File: src/rtl/display_arbiter.sv
`default_nettype none
// ============================================================================
// Module   : display_arbiter
// Purpose  : Round-robin time-sharing of one four-digit hex display among four
//            requesters. Each owner keeps the display for DWELL clocks, then
//            ownership rotates to the next requester. An owner that drops its
//            request is replaced at once. The display blanks when nobody
//            requests it.
// Ports    : clk          - single clock, rising edge
//            rst_n        - asynchronous active-low reset
//            req[3:0]     - level request per requester
//            data_i[63:0] - 16-bit hex value of requester k on [16k+15:16k]
//            hold         - freezes rotation while high
//            hex_out[15:0]- value shown on the display (registered)
//            grant[3:0]   - one-hot current owner, zero when idle
//            owner[1:0]   - binary index of the current owner, zero when idle
//            blank        - high when nobody owns the display
//            switch_pulse - one-cycle strobe on every ownership change
// Revision : 1.0 - initial release
// ============================================================================
module display_arbiter #(
    parameter int DWELL = 50000000
) (
    input  logic        clk,
    input  logic        rst_n,
    input  logic [3:0]  req,
    input  logic [63:0] data_i,
    input  logic        hold,
    output logic [15:0] hex_out,
    output logic [3:0]  grant,
    output logic [1:0]  owner,
    output logic        blank,
    output logic        switch_pulse
);

    // A one-bit counter still works for the smallest legal DWELL of 2.
    localparam int C_CW = (DWELL > 1) ? $clog2(DWELL) : 1;
    localparam logic [C_CW-1:0] C_CNT_MAX = C_CW'(DWELL - 1);

    localparam logic [0:0] C_IDLE = 1'b0;
    localparam logic [0:0] C_SHOW = 1'b1;

    logic [0:0]      r_state;
    logic [C_CW-1:0] r_cnt;
    logic [1:0]      r_last_ptr;
    logic [1:0]      r_owner;
    logic [3:0]      r_grant;
    logic [15:0]     r_hex;
    logic            r_blank;
    logic            r_switch;

    logic            w_found;
    logic [1:0]      w_win;
    logic [1:0]      w_cand;
    logic [15:0]     w_win_data;
    logic [15:0]     w_own_data;
    logic            w_owner_drop;
    logic            w_expire;

    // Round-robin search starting after the most recent owner. Walking the
    // candidates from farthest to nearest lets the nearest requester overwrite
    // the result, so the first hit in search order wins. The fourth
    // candidate is last_ptr itself, which lets a lone owner win again.
    always_comb begin
        w_found = 1'b0;
        w_win   = r_last_ptr;
        w_cand  = r_last_ptr;
        for (int i = 4; i >= 1; i--) begin
            w_cand = r_last_ptr + 2'(i);
            if (req[w_cand]) begin
                w_found = 1'b1;
                w_win   = w_cand;
            end
        end
    end

    assign w_win_data   = data_i[{w_win, 4'b0000} +: 16];
    assign w_own_data   = data_i[{r_owner, 4'b0000} +: 16];
    assign w_owner_drop = ~req[r_owner];
    assign w_expire     = (r_cnt == C_CNT_MAX) && !hold;

    always_ff @(posedge clk or negedge rst_n) begin
        if (!rst_n) begin
            r_state    <= C_IDLE;
            r_cnt      <= '0;
            r_last_ptr <= 2'd3;
            r_owner    <= 2'd0;
            r_grant    <= 4'b0000;
            r_hex      <= 16'h0000;
            r_blank    <= 1'b1;
            r_switch   <= 1'b0;
        end else begin
            r_switch <= 1'b0;
            case (r_state)
                C_IDLE: begin
                    if (w_found) begin
                        r_state    <= C_SHOW;
                        r_owner    <= w_win;
                        r_last_ptr <= w_win;
                        r_grant    <= 4'b0001 << w_win;
                        r_hex      <= w_win_data;
                        r_blank    <= 1'b0;
                        r_cnt      <= '0;
                        r_switch   <= 1'b1;
                    end
                end
                C_SHOW: begin
                    // Owner drop is checked together with expiry; the owner
                    // can only win the search if it still requests, so a
                    // dropped owner is always replaced or the display idles.
                    if (w_owner_drop || w_expire) begin
                        r_cnt <= '0;
                        if (w_found) begin
                            r_owner    <= w_win;
                            r_last_ptr <= w_win;
                            r_grant    <= 4'b0001 << w_win;
                            r_hex      <= w_win_data;
                            r_switch   <= (w_win != r_owner);
                        end else begin
                            r_state <= C_IDLE;
                            r_owner <= 2'd0;
                            r_grant <= 4'b0000;
                            r_hex   <= 16'h0000;
                            r_blank <= 1'b1;
                        end
                    end else begin
                        r_hex <= w_own_data;
                        // Saturates at the last count while hold is high.
                        if (r_cnt != C_CNT_MAX) begin
                            r_cnt <= r_cnt + C_CW'(1);
                        end
                    end
                end
                default: begin
                    r_state <= C_IDLE;
                end
            endcase
        end
    end

    assign hex_out      = r_hex;
    assign grant        = r_grant;
    assign owner        = r_owner;
    assign blank        = r_blank;
    assign switch_pulse = r_switch;

endmodule
`default_nettype wire

File: config.mk
export PLATFORM = sky130hd
export DESIGN_NAME = display_arbiter
export DESIGN_NICKNAME = d
export VERILOG_FILES = /design/src/rtl/display_arbiter.sv
export SDC_FILE = /design/constraint.sdc
export NUM_CORES = 1
export LEC_CHECK = 0
export BUFFER_PORTS_ARGS = -buffer_cell sky130_fd_sc_hd__buf_2
export CORE_MARGIN = 2
export CORE_UTILIZATION = 48
export DETAILED_ROUTE_END_ITERATION = 10
export PLACE_DENSITY = 0.78
export SLEW_MARGIN = 0
export SYNTH_ARGS = -nofsm -noshare
export SYNTH_HDL_FRONTEND = slang
export SYNTH_SLANG_ARGS = --single-unit
File: constraint.sdc
create_clock -name clk -period 2.6 [get_ports clk]
set_input_delay 0.13 -clock clk [delete_from_list [all_inputs] [get_ports clk]]
set_output_delay 0.13 -clock clk [all_outputs]
set_load 0.01 [all_outputs]
==> results of run 1 <==
==> repair_timing <==
| action | 4_1_cts | 5_1_grt |
|---|---|---|
| endpoints found under the hold margin | 50 | 0 |
| setup buffers | 0 | 0 |
| hold buffers | 1 | 0 |
==> final timing paths <==
check,to,slack [ns]
max,r_cnt[8]$_DFFE_PN0P_,0.40
min,hex_out[7]$_DFFE_PN0P_,0.16
max reg2reg,r_cnt[8]$_DFFE_PN0P_,0.40
min reg2reg,hex_out[1]$_DFFE_PN0P_,0.52
max in group asynchronous,r_cnt[4]$_DFFE_PN0P_,1.69
min in group asynchronous,hex_out[10]$_DFFE_PN0P_,0.46
==> final cells by class <==
cell class / count / area share
tap: 99 / 0.0294
timing repair buffer: 106 / 0.136
clock inverter: 3 / 0.00623
sequential: 53 / 0.315
inverter: 5 / 0.00445
clock buffer: 5 / 0.0163
multi-input combinational: 294 / 0.492
==> through the flow <==
step                std cells  setup slack [ns]
global route              565             0.228
CTS                       565             0.407
global placement          556             0.527
floorplan                 378             0.593
finish                    565             0.404
detailed placement        556             0.464
==> cell families after synthesis <==
kind of cell,after synthesis
flip-flops,53
multiplexers,19
XOR/XNOR,18
adder cells (fa/ha/maj),2
AND/OR/NAND/NOR,159
buffers and inverters,31
AO/OA/AOI/OAI,96
==> metal layers <==
metal / track usage / routed length (µm)
met3: 0.0511 / 636
met2: 0.420 / 4800
met1: 0.294 / 3890
met4: 0.0872 / 154
met5: 0 / 0
==> flip-flops by register name, summed over array words and instances (netlist names) <==
register	count
hex_out	16
grant	4
switch_pulse	1
r_state	1
blank	1
r_last_ptr	2
owner	2
r_cnt	26
==> worst max-delay path: stages, from the launching register on <==
cell     delay, ns
dfrtp_1       0.48
nor4_1        0.30
nand4_1       0.17
nor4_2        0.37
nor2_1        0.15
nor2_4        0.46
nor4_1        0.13
==> power by group <==
group	switching, W	leakage, nW	internal (W)	total [W]
registers	0.000144	0.683	0.00106	0.00120
clock network	0.000305	0.0487	0.000197	0.000502
logic	0.00120	1.04	0.000977	0.00218
==> placed cells by master (no fill, tap or decap), types with 3 or more instances in the layout <==
cell type and n:
and4_2 4, nor4_1 8, nor4_2 3, o21ai_0 16, a31oi_1 4, o21ai_1 7
a21oi_1 23, nor2_1 34, inv_1 5, dfrtp_1 50, a22oi_1 16, nor2b_1 3
buf_2 94, xor2_1 4, a32o_1 18, nor3_1 8, clkbuf_8 5, mux4_2 17
nand2_1 61, nand3_1 12, xnor2_1 14, buf_4 10, dfstp_2 3, nand4_1 11
==> qor.yml, run 1 <==
hold_start: "data_i[23]"
cts_root_buf: "clkbuf_8"
h-tree-depth: 2
drt_iter0_drc: 252
io_pins: 95
drt.antenna.violating_nets: 0
syn_inst: 378
synth_compound_area_frac: 0.187
initial_utilization: 0.493
synth_adder_area_share: 0.00634
postLayoutCoreUtil: 0.585
r2r-start: "r_cnt[10]$_DFFE_PN0P_"
synth.most_common_cell: "nand2_1"
rsz0062_at_grt: "false"
grt_overflow: 0
setup.worst_path.start: "r_cnt[10]$_DFFE_PN0P_"
yosys-top-cells-area: "dfrtp_1 (35%), mux4_2 (11%), nand2_1 (6.4%)"
fin_nets: 537
grt_pass1_vias: 3426
clock-sinks: 53
die_h_um: 90.1
numPortBuffers: 94
dieArea_mm2: 0.00811
postPlaceCellArea_mm2: 0.00412
report.final.hold_viol_count: 0
relSlewSlack: 0.554
cts_tree: "built"
synth-xor-area-share: 0.0444
layout.area.seq_mm2: 0.00133
clk_latency_ns: 0.32
multi_input_area_mm2: 0.00208
clockBufferDepth: 2
finalSetupTns_ns: 0
crit_type: "reg2reg"
fin_crit_ns: 2.20
cts_buffers: 5
path_clk_slew_ns: 0.11
synth_largest_area_cell: "dfrtp_1"
min_path_cells: 4
core_mm2: 0.00721
synth_edf_count: 0
irDropWorstVdd_uv: 534
drc: 0
synth_nets: 450
synthSimpleGateAreaFrac: 0.231
grt_pass1_wl_um: 16000
syn-cell-area_mm2: 0.00355
viasPerCell: 6.08
antenna_found_initial: 0
n_fill_cell: 692
place_congestion: 0.901
routedWlPerCell_um: 16.8
fin_crit_sh: 0.845
fmax_mhz: 455
num_antenna_cells: 0
finalSetupViolations: 0
cp.arrival_ns: 2.38
required_ns: 2.78
synth.ff_latch_count: 53
drv_cap: 0
critPathMaxFanout: 22
ys_seq_area_frac: 0.374
num_rows: 31
synth_commonest_cells: "nand2_1 (61), dfrtp_1 (50), nor2_1 (34)"
yosysUniqueCellTypes: 51
avgSynthCellArea_um2: 9.40
end_kind: "flip-flop"
first_pass_iters: 5
worst_pin_slew_ns: 0.669
async_reset_ff_frac: 1.00
grt_max_degree: 54
cts-resized-gates: 0
total_power_w: 0.00388
min-delay-path-class: "in2reg"
route.vias.total: 3436
routed_wl_um: 9480
power_density_mw_per_mm2: 920
hpwl_um: 6780
postLayoutCellArea_mm2: 0.00422
drive_gt1_frac: 0.315
yosys_warnings: 0
synthFlopType: "dfrtp_1"
muxShareOfSynthArea: 0.113
skew_ns: 0.0130
cp-start-kind: "flip-flop"
drv_slew: 0
grtUsageTotal: 0.241
holdWs_ns: 0.161
die_w_um: 90.1
r2r_cells: 6
synth_top_cell_area_share: 0.352
status: "completed"
synth_top_family_by_area: "simple AND/OR/NAND/NOR gates"
syn2layout_area_growth_pct: 18.7
leakagePower_nw: 1.78
Note: power is estimated with default switching activity, not from simulation.
==> inputs of run 2 (changes only) <==
Settings changed: PLACE_DENSITY 0.78 to 0.81.
Clock period 2.6 ns to 1.9 ns, I/O delays scaled along.
==> qor.yml, run 2 (synthesis gave the netlist of run 1 again) <==
dieArea_mm2: 0.00811  # unchanged
status: "finished, violations left"  # was completed
drive_gt1_frac: 0.453  # was 0.315
postLayoutCellArea_mm2: 0.00490  # was 0.00422 mm²
report.final.hold_viol_count: 0  # unchanged
fin_nets: 585  # was 537
place_congestion: 0.917  # was 0.901
cts_tree: "built"  # unchanged
numPortBuffers: 94  # unchanged
route.vias.total: 3769  # was 3436
num_rows: 31  # unchanged
die_h_um: 90.1  # unchanged
fin_crit_sh: 1.08  # was 0.845
min-delay-path-class: "in2reg"  # unchanged
violations: "negative setup slack"
drv_cap: 0  # unchanged
path_clk_slew_ns: 0.10  # was 0.11 ns
grt_overflow: 0  # unchanged
clockBufferDepth: 2  # unchanged
io_pins: 95  # unchanged
syn2layout_area_growth_pct: 37.7  # was 18.7%
cp.arrival_ns: 2.28  # was 2.38 ns
drc: 0  # unchanged
layout_common_cells: "buf_2 (94), nand2_1 (61), buf_4 (47)"  # was buf_2 (94), nand2_1 (61), dfrtp_1 (50)
irDropWorstVdd_uv: 840  # was 534 µV
power_density_mw_per_mm2: 1260  # was 920 mW/mm²
final_common_cell: "buf_2"  # unchanged
num_antenna_cells: 0  # unchanged
h-tree-depth: 2  # unchanged
clk_latency_ns: 0.32  # about the same
crit_type: "reg2reg"  # unchanged
holdWs_ns: 0.132  # was 0.161 ns
finalSetupTns_ns: -4.67  # was 0 ns
grt_pass1_wl_um: 17000  # was 16000 µm
end_kind: "flip-flop"  # unchanged
postPlaceCellArea_mm2: 0.00442  # was 0.00412 mm²
grt_pass1_vias: 3656  # was 3426
largest_register: "r_cnt"  # unchanged
fmax_mhz: 488  # was 455 MHz
routed_wl_um: 11000  # was 9480 µm
fin_crit_ns: 2.05  # was 2.20 ns
rsz0062_at_grt: "true"  # was false
antenna_found_initial: 0  # unchanged
layout.area.seq_mm2: 0.00134  # was 0.00133 mm²
drt_iter0_drc: 239  # was 252
cp-start-kind: "flip-flop"  # unchanged
drt.antenna.violating_nets: 0  # unchanged
relSlewSlack: 0.576  # was 0.554
first_pass_iters: 5  # unchanged
cts_root_buf: "clkbuf_8"  # unchanged
routedWlPerCell_um: 18.0  # was 16.8 µm
worst_slack_ns: -0.147  # was 0.404 ns
fin_cells: 613  # was 565
core_mm2: 0.00721  # unchanged
viasPerCell: 6.15  # was 6.08
drv_slew: 0  # unchanged
place_inst: 592  # was 556
leakagePower_nw: 2.09  # was 1.78 nW
clock-sinks: 53  # unchanged
cts_buffers: 5  # unchanged
grtUsageTotal: 0.255  # was 0.241
die_w_um: 90.1  # unchanged
required_ns: 2.14  # was 2.78 ns
critPathMaxFanout: 6  # was 22
largest_register_ffs: 26  # unchanged
grt_max_degree: 32  # was 54
multi_input_area_mm2: 0.00229  # was 0.00208 mm²
skew_ns: 0.0109  # was 0.0130 ns
finalSetupViolations: 50  # was 0
worst_pin_slew_ns: 0.637  # was 0.669 ns
hpwl_um: 7510  # was 6780 µm
n_fill_cell: 575  # was 692
initial_utilization: 0.493  # unchanged
total_power_w: 0.00615  # was 0.00388 W
## run 2: cell types whose count changed in the layout (fill, tap and decap cells not counted), moves of 5 or more
cell     before  now
buf_4        10   47
o21ai_1       7   14
o21ai_0      16    5
nor2_4        2    7
buf_6         0    8
nor2_1       34   25
nor4_1        8    3
## run 2: what timing repair did
item                                    4_1_cts  5_1_grt
endpoints found under the hold margin        24        0
endpoints found under the setup margin       46       51
pin swaps                                     6       23
gates cloned                                  0        3
setup buffers                                 6        3
hold buffers                                  1        0
gates resized for setup                      16       56
## run 2: worst paths after layout
path                                           start                        end  slack, ns  cells past startpoint
max                            r_cnt[24]$_DFFE_PN0P_     hex_out[2]$_DFFE_PN0P_      -0.15                      7
max in group asynchronous                      rst_n  r_last_ptr[1]$_DFFE_PN1P_       0.92                      3
max reg2reg                    r_cnt[24]$_DFFE_PN0P_     hex_out[2]$_DFFE_PN0P_      -0.15                      7
min                                       data_i[24]     hex_out[8]$_DFFE_PN0P_       0.13                      4
min in group asynchronous                      rst_n       r_cnt[8]$_DFFE_PN0P_       0.32                      2
min reg2reg                r_last_ptr[1]$_DFFE_PN1P_  r_last_ptr[1]$_DFFE_PN1P_       0.50                      2
## run 2: report_power, final
part	total [W]	leakage, nW	switching, W	internal, W
Combinational	0.00369	1.36	0.00195	0.00174
Sequential	0.00165	0.676	0.000198	0.00145
Clock	0.000819	0.0574	0.000390	0.000429
## run 2: final cells by class
| cell class | instances | area share |
|---|---|---|
| clock buffers | 6 | 0.0169 |
| clock inverters | 2 | 0.00767 |
| inverters | 5 | 0.00383 |
| well taps | 99 | 0.0253 |
| flip-flops and latches | 53 | 0.273 |
| multi-input cells | 294 | 0.469 |
| repair buffers | 154 | 0.205 |
## run 2: worst max-delay path, cell delays in order, from the launching register on
cell	delay (ns)
dfrtp_1	0.45
nor4bb_2	0.32
nand3_1	0.20
nor4_4	0.37
buf_4	0.21
o21ai_4	0.09
buf_6	0.16
o21ai_0	0.15
## run 2: layer usage
metal / track usage / part of all wire / vias to the layer above / routed length (µm)
li1: - / - / 1698 / -
met2: 0.452 / 0.52 / 188 / 5690
met1: 0.303 / 0.39 / 1857 / 4260
met4: 0.0897 / 0.026 / 0 / 285
met5: 0 / 0 / - / 0
met3: 0.0595 / 0.072 / 26 / 791
## run 2: through the flow
stage,setup WS (ns),util
finish,-0.147,0.679
global route,-0.254,0.679
CTS,-0.0187,0.644
detailed placement,-0.108,0.613
global placement,-0.122,0.613
floorplan,0.00188,-
==> inputs of run 3 (changes only) <==
Settings changed: SETUP_SLACK_MARGIN set to 0.5.
==> qor.yml, run 3 (synthesis gave the netlist of run 1 again) <==
path_clk_slew_ns: 0.11  # was 0.10 ns
drive_gt1_frac: 0.513  # was 0.453
min-delay-path-class: "in2reg"  # unchanged
largest_register_ffs: 26  # unchanged
required_ns: 2.09  # was 2.14 ns
die_w_um: 90.1  # unchanged
fin_crit_sh: 1.07  # was 1.08
worst_pin_slew_ns: 0.521  # was 0.637 ns
report.final.hold_viol_count: 0  # unchanged
die_h_um: 90.1  # unchanged
postPlaceCellArea_mm2: 0.00452  # was 0.00442 mm²
grt_pass1_wl_um: 17400  # was 17000 µm
violations: "negative setup slack"  # unchanged
routed_wl_um: 11900  # was 11000 µm
syn2layout_area_growth_pct: 45.3  # was 37.7%
clock-sinks: 53  # unchanged
drc: 0  # unchanged
place_congestion: 0.999  # was 0.917
drv_cap: 0  # unchanged
final_common_cell: "buf_2"  # unchanged
fin_cells: 619  # was 613
end_kind: "flip-flop"  # unchanged
skew_ns: 0.0138  # was 0.0109 ns
status: "finished, violations left"  # unchanged
initial_utilization: 0.493  # unchanged
power_density_mw_per_mm2: 1250  # was 1260 mW/mm²
layout_common_cells: "buf_2 (94), nand2_1 (59), dfrtp_1 (49)"  # was buf_2 (94), nand2_1 (61), buf_4 (47)
dieArea_mm2: 0.00811  # unchanged
crit_type: "reg2reg"  # unchanged
holdWs_ns: 0.146  # was 0.132 ns
drv_slew: 0  # unchanged
drt_iter0_drc: 230  # was 239
clk_latency_ns: 0.32  # about the same
critPathMaxFanout: 3  # was 6
grt_pass1_vias: 3688  # was 3656
io_pins: 95  # unchanged
cts_tree: "built"  # unchanged
n_fill_cell: 485  # was 575
routedWlPerCell_um: 19.1  # was 18.0 µm
cts_root_buf: "clkbuf_8"  # unchanged
irDropWorstVdd_uv: 856  # was 840 µV
postLayoutCellArea_mm2: 0.00516  # was 0.00490 mm²
total_power_w: 0.00648  # was 0.00615 W
h-tree-depth: 2  # unchanged
num_rows: 31  # unchanged
r2r_cells: 8  # was 7
relSlewSlack: 0.653  # was 0.576
numPortBuffers: 94  # unchanged
antenna_found_initial: 0  # unchanged
grt_max_degree: 32  # unchanged
grtUsageTotal: 0.259  # was 0.255
cp-start-kind: "flip-flop"  # unchanged
r2r-start: "owner[0]$_DFFE_PN0P_"  # was r_cnt[24]$_DFFE_PN0P_
fmax_mhz: 490  # was 488 MHz
drt.antenna.violating_nets: 0  # unchanged
num_antenna_cells: 0  # unchanged
leakagePower_nw: 2.19  # was 2.09 nW
r2r-end: "r_cnt[23]$_DFFE_PN0P_"  # was hex_out[2]$_DFFE_PN0P_
hpwl_um: 7510  # about the same
pre_cts_slack_ns: -0.0707  # was -0.108 ns
cts_buffers: 5  # unchanged
fin_crit_ns: 2.04  # was 2.05 ns
finalSetupViolations: 11  # was 50
rsz0062_at_grt: "true"  # unchanged
setup.worst_path.start: "owner[0]$_DFFE_PN0P_"  # was r_cnt[24]$_DFFE_PN0P_
fin_nets: 591  # was 585
viasPerCell: 6.20  # was 6.15
worstSetupEndpoint: "r_cnt[23]$_DFFE_PN0P_"  # was hex_out[2]$_DFFE_PN0P_
largest_register: "r_cnt"  # unchanged
core_mm2: 0.00721  # unchanged
first_pass_iters: 5  # unchanged
worst_slack_ns: -0.140  # was -0.147 ns
route.vias.total: 3838  # was 3769
reg2reg_slack_ns: -0.14  # was -0.15 ns
cp.arrival_ns: 2.23  # was 2.28 ns
place_inst: 592  # unchanged
clockBufferDepth: 2  # unchanged
grt_overflow: 0  # unchanged
[run 3: final cells by class]
cell class | instances | area, µm² | area share
multi-input cells | 294 | 2450 | 0.474
flip-flops and latches | 53 | 1330 | 0.258
repair buffers | 160 | 1140 | 0.222
well taps | 99 | 124 | 0.0240
clock buffers | 5 | 68.8 | 0.0133
clock inverters | 3 | 28.8 | 0.00557
inverters | 5 | 18.8 | 0.00363
[run 3: worst min path at each step]
stage                     from                     end  slack (ns)  depth (start not counted)
floorplan                rst_n    grant[0]$_DFFE_PN0P_       -0.20                          0
global placement         rst_n    r_cnt[5]$_DFFE_PN0P_        0.11                          1
detailed placement       rst_n    r_cnt[3]$_DFFE_PN0P_        0.11                          1
CTS                 data_i[21]  hex_out[5]$_DFFE_PN0P_        0.12                          4
global route        data_i[20]  hex_out[4]$_DFFE_PN0P_        0.16                          4
finish              data_i[20]  hex_out[4]$_DFFE_PN0P_        0.15                          4
[run 3: layer usage]
metal / global-route usage / vias up / part of all wire
li1: - / 1709 / -
met1: 0.323 / 1863 / 0.38
met2: 0.442 / 236 / 0.51
met3: 0.0503 / 30 / 0.076
met4: 0.104 / 0 / 0.029
met5: 0 / - / 0
[run 3: repair_timing]
action,CTS,global route
endpoints found under the hold margin,21,0
hold buffers,1,0
buffers inserted,9,6
endpoints found under the setup margin,52,51
pin swaps,19,30
gates resized for setup,28,50
cloned,0,3
[run 3: worst max-delay path: stages, from the launching register on]
cell and delay, ns:
dfrtp_1 0.40, mux4_2 0.55, nand3_2 0.12, nor4_4 0.06
buf_4 0.13, buf_6 0.12, o21a_1 0.21, a31oi_1 0.19
o21ai_1 0.12
[run 3: power by group]
| part | total [W] | switching, W | internal (W) |
|---|---|---|---|
| Clock | 0.000707 | 0.000430 | 0.000277 |
| Sequential | 0.00168 | 0.000237 | 0.00145 |
| Combinational | 0.00409 | 0.00211 | 0.00198 |
[run 3: stage by stage]
| step | utilization | setup TNS (ns) |
|---|---|---|
| 2_1_floorplan | - | 0 |
| 3_3_place_gp | 0.627 | -0.0525 |
| 3_5_place_dp | 0.627 | -0.725 |
| 4_1_cts | 0.670 | 0 |
| 5_1_grt | 0.716 | -3.49 |
| 6_report | 0.716 | -0.476 |
